==> src/rtl/div_32.sv <==
// Sequential unsigned radix-2 restoring divider: one quotient bit per clock,
// registered quotient/remainder and a one-cycle done pulse.
module div_32 #(
  parameter int N = 32
) (
  input  logic         clk,
  input  logic         rst_n,
  input  logic         start,
  input  logic [N-1:0] A,
  input  logic [N-1:0] B,
  output logic         busy,
  output logic         done,
  output logic [N-1:0] Q,
  output logic [N-1:0] R,
  output logic         div_by_zero
);

  localparam int CW = $clog2(N + 1);

  typedef enum logic [1:0] {
    IDLE = 2'd0,
    RUN  = 2'd1,
    DONE = 2'd2
  } state_e;

  state_e        state_q, state_d;
  logic [N:0]    p_q, p_d;
  logic [N-1:0]  w_q, w_d;
  logic [N-1:0]  d_q, d_d;
  logic [CW-1:0] cnt_q, cnt_d;
  logic [N-1:0]  q_q, q_d;
  logic [N-1:0]  r_q, r_d;
  logic          dbz_q, dbz_d;

  logic [N:0]    shifted;
  logic [N:0]    trial;

  // NOTE: sequential state uses non-blocking assignments so every flop samples
  // the pre-edge values, independent of statement order.
  always_ff @(posedge clk or negedge rst_n) begin
    if (!rst_n) begin
      state_q <= IDLE;
      p_q     <= '0;
      w_q     <= '0;
      d_q     <= '0;
      cnt_q   <= '0;
      q_q     <= '0;
      r_q     <= '0;
      dbz_q   <= 1'b0;
    end else begin
      state_q <= state_d;
      p_q     <= p_d;
      w_q     <= w_d;
      d_q     <= d_d;
      cnt_q   <= cnt_d;
      q_q     <= q_d;
      r_q     <= r_d;
      dbz_q   <= dbz_d;
    end
  end

  // NOTE: every combinational output gets a default first, so no path can
  // leave it unassigned and infer a latch.
  always_comb begin
    state_d = state_q;
    case (state_q)
      IDLE: if (start) state_d = (B == '0) ? DONE : RUN;
      RUN:  if (cnt_q == CW'(1)) state_d = DONE;
      DONE: state_d = IDLE;
      default: state_d = IDLE;
    endcase
  end

  always_comb begin
    busy = 1'b0;
    done = 1'b0;
    case (state_q)
      RUN:     busy = 1'b1;
      DONE:    done = 1'b1;
      default: ;
    endcase
  end

  // Shift {P, W} left, then try to subtract the divisor from the new P.
  assign shifted = {p_q[N-1:0], w_q[N-1]};
  assign trial   = shifted - {1'b0, d_q};

  always_comb begin
    p_d   = p_q;
    w_d   = w_q;
    d_d   = d_q;
    cnt_d = cnt_q;
    q_d   = q_q;
    r_d   = r_q;
    dbz_d = dbz_q;
    case (state_q)
      IDLE: begin
        if (start) begin
          if (B == '0) begin
            q_d   = '1;
            r_d   = A;
            dbz_d = 1'b1;
          end else begin
            w_d   = A;
            p_d   = '0;
            d_d   = B;
            cnt_d = CW'(N);
          end
        end
      end
      RUN: begin
        if (!trial[N]) begin
          p_d = trial;
          w_d = {w_q[N-2:0], 1'b1};
        end else begin
          p_d = shifted;
          w_d = {w_q[N-2:0], 1'b0};
        end
        cnt_d = cnt_q - CW'(1);
        if (cnt_q == CW'(1)) begin
          q_d   = w_d;
          r_d   = p_d[N-1:0];
          dbz_d = 1'b0;
        end
      end
      default: ;
    endcase
  end

  assign Q           = q_q;
  assign R           = r_q;
  assign div_by_zero = dbz_q;

endmodule
==> config.mk <==
export PLATFORM = sky130hd
export DESIGN_NAME = div_32
export DESIGN_NICKNAME = d
export VERILOG_FILES = /design/src/rtl/div_32.sv
export SDC_FILE = /design/constraint.sdc
export NUM_CORES = 1
export LEC_CHECK = 0
export CAP_MARGIN = 0
export CORE_MARGIN = 3
export CORE_UTILIZATION = 38
export CTS_BUF_LIST = sky130_fd_sc_hd__clkbuf_4 sky130_fd_sc_hd__clkbuf_8 sky130_fd_sc_hd__clkbuf_16
export DETAILED_ROUTE_END_ITERATION = 10
export HOLD_SLACK_MARGIN = 0.02
export PLACE_DENSITY = 0.7
export SLEW_MARGIN = 20
export SYNTH_ARGS = -nofsm -noshare
export SYNTH_HDL_FRONTEND = slang
export SYNTH_SLANG_ARGS = --single-unit
==> constraint.sdc <==
create_clock -name clk -period 5.2 [get_ports clk]
set_input_delay 0.52 -clock clk [delete_from_list [all_inputs] [get_ports clk]]
set_output_delay 0.52 -clock clk [all_outputs]
set_load 0.005 [all_outputs]
# Yosys cells after proc, flatten, opt, wreduce, memory -nomap -nowiden

Index checks and enable logic that the tools add are counted.

Word-level logic and storage cells: 54
Input port bits: 67
Output and inout bits: 67
RAM bits: 0
ROM bits: 0
Memories kept: 0
Latch bits: 0
Register bits after elaboration: 169

Divide/modulo/power cells: 0
Multiplexer cells: 29
Order comparisons: 0
Equal/unequal tests: 7
Shifts and indexed selects: 0
Add/sub/neg operators: 2
Bitwise operators: 1
$mul: 0
Reduce and logical (&&, ||, !) cells: 7

Operator list:

| cell                                                                | count |
|---|---|
| 32-bit 2-to-1 mux                                                   | 11 |
| 32-bit one-hot mux with 2 select lines                              | 4 |
| 33-bit by 32-bit subtractor with 33-bit output                      | 1 |
| 32-bit logical NOT                                                  | 1 |
| 6-bit 2-to-1 mux                                                    | 2 |
| 6-bit one-hot mux with 2 select lines                               | 1 |
| 2-bit != test (second input constant)                               | 4 |
| 6-bit by 1-bit == test with 1-bit output (second input constant)    | 1 |
| 1-bit 2-to-1 mux                                                    | 6 |
| 2-bit 2-to-1 mux                                                    | 3 |
| 3-bit AND reduction                                                 | 2 |
| 6-bit by 1-bit subtractor with 6-bit output (second input constant) | 1 |
| 2-bit one-hot mux with 2 select lines                               | 1 |
| 4-bit AND reduction                                                 | 1 |
| 2-bit by 1-bit == test with 1-bit output (second input constant)    | 1 |
| 2-bit == test (second input constant)                               | 1 |
| 2-bit logical NOT                                                   | 1 |
| 1-bit one-hot mux with 2 select lines                               | 1 |
| 2-bit AND reduction                                                 | 1 |
| 2-bit nonzero test                                                  | 1 |
| 1-bit NOT                                                           | 1 |

# Longest topological paths before layout

Depth after elaboration: 4
Gate-level depth with buffers: 14
Depth with buffers taken out: 12

# Least setup slack after synthesis

No wires, ideal clock.

Path kind: reg2reg
From: register p_q[28]
To: register r_q[24], in the netlist R[24]
Slack: 2.416 ns
Arrival time: 2.654 ns
Required time: 5.070 ns
Buffers on the path: 3
Clock period less this slack: 2.784 ns
Cell stages (with the launch flop): 13
Setup time: 0.130 ns
Path through: dfrtp_1 > ha_1 > buf_2 > a211o_1 > o31ai_1 > nand3b_1 > a41o_1 > and3_1 > buf_6 > nor2_8 > buf_6 > mux2i_1 > o21ai_1

Word-level cells in the longest chain between the ends: 4

RTL lines:

| element                                        | RTL line | text |
|---|---|---|
| start: declaration                             | 27       | `logic [N:0] p_q, p_d;` |
| start signal: assignment                       | 52       | `p_q <= p_d;` |
| 33-bit by 32-bit subtractor with 33-bit output | 86       | `assign trial = shifted - {1'b0, d_q};` |
| 32-bit 2-to-1 mux                              | 112      | `if (!trial[N]) begin` |
| 32-bit 2-to-1 mux                              | 120      | `if (cnt_q == CW'(1)) begin` |
| 32-bit one-hot mux with 2 select lines         | 96       | `case (state_q)` |
| end signal: assignment                         | 57       | `r_q <= r_d;` |
| end: declaration                               | 32       | `logic [N-1:0] r_q, r_d;` |

No other way between the ends. The select of a mux whose other input is x is not followed.
A chain may end at the register's enable or synchronous reset.

# Final worst setup path

From: register w_q[31]
To: register r_q[18], in the netlist R[18]

Word-level cells in the longest chain between the ends: 4

RTL lines:

| element                                        | RTL line | text |
|---|---|---|
| start: declaration                             | 28       | `logic [N-1:0] w_q, w_d;` |
| start signal: assignment                       | 53       | `w_q <= w_d;` |
| 33-bit by 32-bit subtractor with 33-bit output | 86       |  |
| 32-bit 2-to-1 mux                              | 112      |  |
| 32-bit 2-to-1 mux                              | 120      |  |
| 32-bit one-hot mux with 2 select lines         | 96       |  |

No other way between the ends. The select of a mux whose other input is x is not followed.

==> key figures <==
Run status
  – Status: finished clean

Die
  – Standard-cell rows: 55
  – Die area: 0.02527 mm^2
  – Die Y: 159.0 um
  – Core area: 0.02285 mm^2
  – Initial Util: 0.3892
  – # IOs: 134
  – Chip width: 159.0 um

Drt
  – Number of DRC markers in iteration 0: 817
  – Antenna-violating nets left: 0
  – Router iterations before antenna repair: 5
  – DR vias/cell: 5.480
  – Wire per inst: 17.77 um
  – Vias: 7760
  – Total Wirelength: 25160 um
  – DRC violations left: 0

Synthesis
  – Syn Nets: 1083
  – Yosys cell types: 60
  – FFs w/ async S/R, synth: 1.000
  – #FFs+latches synth: 169
  – Post-Syn Instances: 981
  – Synthesis warning total: 0
  – Sequential area share after synthesis: 0.4756
  – Post-synth EDFFs: 0
  – Mapped Area: 0.008892 mm^2
  – Synth Flop Type: dfrtp_1
  – Avg Synthesized Cell Area: 9.065 um^2

Clocking
  – CTS Hold Bufs: 0
  – # resized after CTS: 0
  – Htree depth: 4
  – Clock-pin transition on the worst setup and hold timing paths: 0.07 ns
  – CTS tree: built
  – Clock latency on the worst-skew pair: 0.43 ns
  – Clock root buffer: clkbuf_16
  – Clock sinks: 169
  – # Post-CTS Setup Buffers: 0
  – Total CTS buffers: 17
  – Max Root-Sink Buffers: 2

Setup path
  – Crit-path leading delay family: simple AND/OR/NAND/NOR gates
  – CP max-delay cell: or3_1
  – CP Launch Type: flop
  – CP peak stage delay: 0.54 ns
  – Critical Path, Cell by Cell: inv_1 > ha_1 > fa_1 > nand2b_1 > a21oi_1 > o21ai_1 > nand2b_1 > a41o_1 > a21o_1 > nand2_1 > or3_1 > a41oi_1
  – Worst EP required: 5.55 ns
  – CP Max Fanout: 21
  – Buffers & Inverters on Critical Path: 1
  – Crit-path most repeated cell: nand2b_1
  – FF-to-FF setup slack: 1.56 ns
  – Crit. End Element: flop
  – Crit path DAT: 3.99 ns
  – Cell count of the worst reg-to-reg path: 12
  – R2r endpoint: R[18]
  – Crit path kind: reg -> reg
  – FF-to-FF Start: w_q[31]

Worst hold path
  – Type of the worst min-delay path: in -> async

Job
  – MaxCap Viol Count: 0

STA
  – RSZ-0062 raised after global routing: no
  – Tightest Pin Transition: 0.8995 ns
  – Fin crit share: 0.6995
  – Clock skew: 0.01001 ns
  – Final Slew Violations: 0
  – Fmax: 274.9 MHz
  – Final TNS setup: 0 ns
  – Fin crit period: 3.638 ns
  – Relative slew slack: 0.3948
  – Final setup viols: 0
  – Final Hold Viols: 0

Global route
  – Initial antenna violation count: 0
  – Overall global routing resource usage: 0.1979
  – Vias in the first global route: 7379
  – Remaining Overflow, GRT: 0
  – First-pass GRT wire length: 40540 um
  – Largest net degree at the start of global routing: 67

Placement
  – GPL Wtd Cong: 0.9163
  – Detailed Place HPWL: 18150 um
  – Port buffer count: 133
  – DP Cell Count: 1384

Power
  – Sw frac: 0.4510
  – Power share of the combinational group: 0.574
  – Reg power frac: 0.282
  – Clock share of power: 0.143
  – Leak pwr: 4.747 nW
  – Worst VDD drop: 400.9 uV
  – Cell internal pwr: 0.004778 W
  – Pwr Density: 786.5 mW/mm^2
  – NetSw: 0.003926 W

Cells and area
  – Final net count: 1192
  – Ant. Diodes: 0
  – P&R area growth vs syn: 24.46%
  – Leading cell types in the layout, fill and taps excluded: dfrtp_1 (169), nand2_1 (163), clkdlybuf4s50_1 (132)
  – Layout cells sized above 1: 0.05530
  – Cell Count, Final, Fillers Out: 1416
  – Most common cell after layout, fill and taps aside: dfrtp_1
area by class of cell:
cell class / count / area (um^2)
Clock buffer: 17 / 425.4
Timing Repair Buffer: 143 / 1408
Fill cell: 2227 / 11780
Clock inverter: 15 / 151.4
Multi-Input combinational cell: 712 / 4285
Tap cell: 313 / 391.6
Inverter: 47 / 176.4
Sequential cell: 169 / 4229
routing by layer:
metal	up-vias	track usage	share of wire
met4	0	0.05651	0.016
met3	31	0.04188	0.073
met5	-	0	0
met1	3721	0.3069	0.50
li1	3721	-	-
met2	287	0.2773	0.41
how the worst max path moves through the flow:
stage | cells past startpoint | endpoint | startpoint | slack [ns]
finish | 12 | R[18] | w_q[31] | 1.56
CTS | 12 | R[18] | w_q[31] | 1.58
global route | 10 | p_q[17] | p_q[24] | 1.24
floorplan | 12 | R[24] | p_q[28] | 2.42
detailed placement | 10 | R[17] | B[9] | 1.41
global placement | 10 | R[4] | B[9] | 1.55
power by group through the flow:
stage               registers (W)  clock network (W)  logic [W]
global placement          0.00246                  0    0.00487
global route              0.00253            0.00132    0.00557
CTS                       0.00245            0.00127    0.00497
floorplan                 0.00234                  0    0.00343
detailed placement        0.00247                  0    0.00495
finish                    0.00246            0.00125    0.00500
cells by family after synthesis:
logic type,share of synthesized area
multiplexers,0.01027
AO/OA/AOI/OAI,0.2174
adder cells (fa/ha/maj),0.05009
flip-flops,0.4756
AND/OR/NAND/NOR,0.1722
buffers and inverters,0.04587
XOR/XNOR,0.02856
sequential cells by signal (all words and copies together), names as in the netlist:
| name | cells |
|---|---|
| state_q | 2 |
| cnt_q | 6 |
| R | 32 |
| Q | 32 |
| div_by_zero | 1 |
| w_q | 32 |
| p_q | 32 |
| d_q | 32 |
cell usage after synthesis, types with 6 or more instances:
master    number  area [um^2]
nor3_1         7        35.03
o22ai_1        7        43.79
a211oi_1       7        52.55
xnor2_1       17        148.9
a31oi_1       65        406.6
or3_1          7        43.79
nand3_1       27        135.1
nor2_1        80        300.3
nand2b_1      12        75.07
mux2i_1        8        80.08
buf_1          9        33.78
inv_1         46        172.7
a21o_1        15        112.6
and2_1         8        50.05
o22a_1        31        271.5
a41oi_1        7        61.31
nor4_1        15        93.84
clkbuf_1      33        123.9
nand2_1      163        611.8
buf_2          8        40.04
nor2b_1        9        56.30
a21oi_1       48        240.2
xor2_1        12        105.1
ha_1          34        425.4
o21ai_0       68        340.3
o211ai_1       6        45.04
dfrtp_1      169         4229
metrics by stage:
stage | setup slack (ns) | hold slack (ns) | total power (W) | util | instance area [um^2]
6_report | 1.562 | 0.08153 | 0.008704 | 0.4844 | 11070
5_1_grt | 1.244 | 0.1169 | 0.009417 | 0.4844 | 11070
4_1_cts | 1.583 | 0.09601 | 0.008693 | 0.4844 | 11070
3_5_place_dp | 1.413 | 0.4962 | 0.007418 | 0.4591 | 10490
3_3_place_gp | 1.551 | 0.4901 | 0.007327 | 0.4591 | 10490
2_1_floorplan | 2.416 | 0.2244 | 0.005776 | - | 8892
(Power assumes the default switching activity.)
==> edit 1, RTL diff (same flow settings) <==
`q_q` no longer has a reset.
--- a/src/rtl/div_32.sv
+++ b/src/rtl/div_32.sv
@@ -45,5 +45,4 @@
       d_q     <= '0;
       cnt_q   <= '0;
-      q_q     <= '0;
       r_q     <= '0;
       dbz_q   <= 1'b0;
@@ -54,8 +53,11 @@
       d_q     <= d_d;
       cnt_q   <= cnt_d;
-      q_q     <= q_d;
       r_q     <= r_d;
       dbz_q   <= dbz_d;
     end
+  end
+
+  always_ff @(posedge clk) begin
+    q_q <= q_d;
   end
 
Function: changed (Yosys sat finds a counterexample within 4 cycles, from zero or initial values and one cycle with rst_n low).
==> edit 1 against the original RTL <==
Power is essentially flat. Worst setup slack improved by 0.062 ns. Combinational power rose by 0.8%. Synthesized area rose by 0.66%. Sequential cell count did not move. Synthesized cell count is 0.41% lower. Count of clock-buffer cells in the layout increased by 1. Final area increased by 1.0%. Die area rose by 0.64%. Global-route usage shrank 0.91 points. Wire length is 4.4% lower. Critical path type unchanged. Largest cell class is now flip-flops and latches.
==> edit 1: results (changes against the original RTL) <==
metric,value,unit,change
status,finished clean,,
layout net count,1188,,-0.34%
max frequency,280,MHz,+1.7%
routability cong.,0.887,,-3.2%
GRT met1 Usage,30.2,%,-0.52 points
dpl cell area,0.0106,mm²,+0.92%
Post-Synthesis Cells,977,,-0.41%
Data buffer area share,12.6,%,-0.083 points
fraction of area in multi-input gates,37.8,%,-0.94 points
WL met2,9980,µm,-2.7%
vias in the first global route,6867,,-6.9%
Inverters excl. clock,45,,-4.3%
share of cells above drive strength 1,8.92,%,+3.4 points
placed insts,1380,,-0.29%
LEAKAGE,0.00476,µW,+0.25%
clock network area share,5.30,%,+0.093 points
WL final,24100,µm,-4.4%
pin count of the biggest net entering global routing,101,,+51%
Least-Margin Pin Slew,0.819,ns,-0.0804 ns
Crit-path slowest cell,buf_4,,
met3 global-route usage,3.77,%,-0.42 points
Yosys cell types,57,,-5.0%
Area Growth Syn to Fin,24.9,%,
final hold slack,0.154,ns,+0.0721 ns
share of flip-flops with an asynchronous set or reset,81.1,%,-19 points
vias per inst,5.28,,-3.6%
"CP delay by family, top",compound AO/OA/AOI/OAI gates,,
net count after synthesis,1079,,-0.37%
DPL Wire Length,17500,µm,-3.4%
maximum vdd drop,0.386,mV,-3.7%
critical path arrival,3.88,ns,-0.11 ns
first-pass GRT wire length,38600,µm,-4.8%
P_clk,1290,µW,+3%
M1 WL,12400,µm,-2.0%
synth cell count leaders,"nand2_1, dfrtp_1, nor2_1",,
edit 1: changes by cell type in the layout (fill, tap and decap cells not counted), sizes merged, moves of 8 or more:
| cell | unedited run | this run |
|---|---|---|
| nand3 | 28 | 16 |
| nor3 | 7 | 15 |
| dfrtp | 169 | 137 |
| nand2 | 163 | 193 |
| edfxtp | 0 | 32 |
| and3 | 4 | 12 |
| or2 | 1 | 31 |
| mux2 | 1 | 11 |
| nor2 | 81 | 71 |
| o22a | 31 | 0 |
| o32a | 0 | 8 |
| nand4 | 0 | 8 |
| a211o | 1 | 9 |
| a31oi | 65 | 51 |
edit 1: worst reg2reg max path, cell delays in order (launching register included):
cell and delay (ns):
dfrtp_1 0.40, inv_1 0.08, ha_1 0.16, inv_1 0.05, fa_1 0.42, a211oi_2 0.22
o21ai_2 0.13, o31ai_4 0.24, o211a_1 0.21, o21ai_2 0.09, o21ai_2 0.23, xor2_4 0.17
buf_4 0.47, nor3_1 0.18, o32a_1 0.40
edit 1: path summary, 6_finish.rpt:
path,from,endpoint,cells after the start
max in group asynchronous,rst_n,p_q[19],2
worst min register to register,div_by_zero,div_by_zero,1
min in group clk,div_by_zero,div_by_zero,1
worst max-delay path,w_q[31],R[3],14
worst max register to register,w_q[31],R[3],14
worst min-delay path,rst_n,d_q[30],1
edit 1: kinds of logic after synthesis:
logic type	Yosys count	synth area share [%]
AO/OA/AOI/OAI	238	16.9
XOR/XNOR	32	3.22
adder cells (fa/ha/maj)	35	4.98
buffers and inverters	97	4.24
flip-flops	169	49.0
multiplexers	20	2.39
AND/OR/NAND/NOR	386	19.3
==> edit 2, RTL diff (config.mk and constraints unchanged) <==
Without the edit above. The parameter `N` goes from 32 to 64.
--- a/src/rtl/div_32.sv
+++ b/src/rtl/div_32.sv
@@ -2,5 +2,5 @@
 // registered quotient/remainder and a one-cycle done pulse.
 module div_32 #(
-  parameter int N = 32
+  parameter int N = 64
 ) (
   input  logic         clk,
Interface: changed (resized A, B, Q and R); port bits go from 134 to 262. The function was not compared with the original's and may differ.
==> edit 2 against the original RTL <==
Wire length is 140% higher. Global-route usage rose by 3.9 points. Hold slack got worse by 0.053 ns. Sequential cell count rose by 161. Final area rose by 100%. Non-clock buffer count increased by 140. Synthesized area grew 100%. Sequential share of layout area shrank 1.4 points. Worst setup slack got worse by 0.84 ns. Critical path depth up 2. Via count grew 110%. Largest cell class unchanged.
Power is not shown: default switching activity piles up to over one toggle a cycle in this logic, so the estimate is an artifact.
==> edit 2: results (changes against the original RTL) <==
metric,value,unit,change
CTS resizes,0,,unchanged
M1 WL,28100,µm,+120%
fin cells,2942,,+110%
Buffers on Ports,261,,+96%
dpl cell area,0.0212,mm²,+100%
GRT Total Usage,23.6,%,+3.9 points
clock skew,0.0146,ns,+0.00460 ns
net count after synthesis,2319,,+110%
Worst Path Max Fanout,47,,+120%
initial DRC count,1557,,+91%
initial antenna violation count,6,,+6
pre-CTS WS,0.514,ns,-0.899 ns
DPL Wire Length,44600,µm,+150%
Reg2Reg Depth,14,,+2
"CP delay by family, top",compound AO/OA/AOI/OAI gates,,
first-pass GRT wire length,93700,µm,+130%
M2 GR Usage,34.8,%,+7.1 points
final hold slack,0.0290,ns,-0.0525 ns
status,finished clean,,
Yosys cell types,70,,+17%
critical path arrival,4.88,ns,+0.89 ns
Clock Latency Late Sink,0.57,ns,+0.14 ns
layout net count,2503,,+110%
met3 routed WL,5020,µm,+170%
share of cells above drive strength 1,4.76,%,-0.77 points
Least-Margin Pin Slew,1.05,ns,+0.151 ns
Avg WL per Cell,20.7,µm,+17%
met3 global-route usage,5.18,%,+0.99 points
WL met2,26300,µm,+160%
GRT met1 Usage,35.0,%,+4.3 points
H-tree lvl count,2,,-2
Clock Path Buffers,3,,+1
highest routed layer,met4,,
vias in the first global route,15800,,+110%
sequential area share after synthesis,45.5,%,-2.0 points
Post-Synthesis Cells,2121,,+120%
pin count of the biggest net entering global routing,138,,+110%
Crit-path slowest cell,mux2i_1,,
total CTS buffers,38,,+21
crit-path max cell delay,0.59,ns,+0.05 ns
reg2reg end,p_q[41],,
total vias in the final route,16600,,+110%
routability cong.,0.881,,-3.9%
edit 2: area by class of cell:
class,instances,area [µm²]
fillers,4453,24400
well taps,607,759
repair buffers,283,2850
multi-input cells,1560,9030
inverters,92,348
clock inverters,14,121
flip-flops and latches,330,8260
diodes,3,7.51
clock buffers,53,1080
edit 2: kinds of logic (layout without fill, tap and decap cells):
family	count (synthesis)	count (layout)	synth area share, %
other	0	3	0
buffers and inverters	231	442	5.01
multiplexers	35	35	1.97
AO/OA/AOI/OAI	647	647	21.7
flip-flops	330	330	45.5
adder cells (fa/ha/maj)	67	67	4.66
XOR/XNOR	61	61	3.03
AND/OR/NAND/NOR	750	750	18.1
edit 2: worst max path at each step:
stage	startpoint	end	slack (ns)	depth (start not counted)
after global routing	w_q[63]	R[45]	0.52	14
after detailed placement	B[42]	R[38]	0.51	10
final	w_q[63]	p_q[41]	0.72	14
after CTS	w_q[63]	R[45]	0.80	14
after global placement	B[42]	R[41]	0.57	11
after floorplan	w_q[63]	R[11]	1.94	15
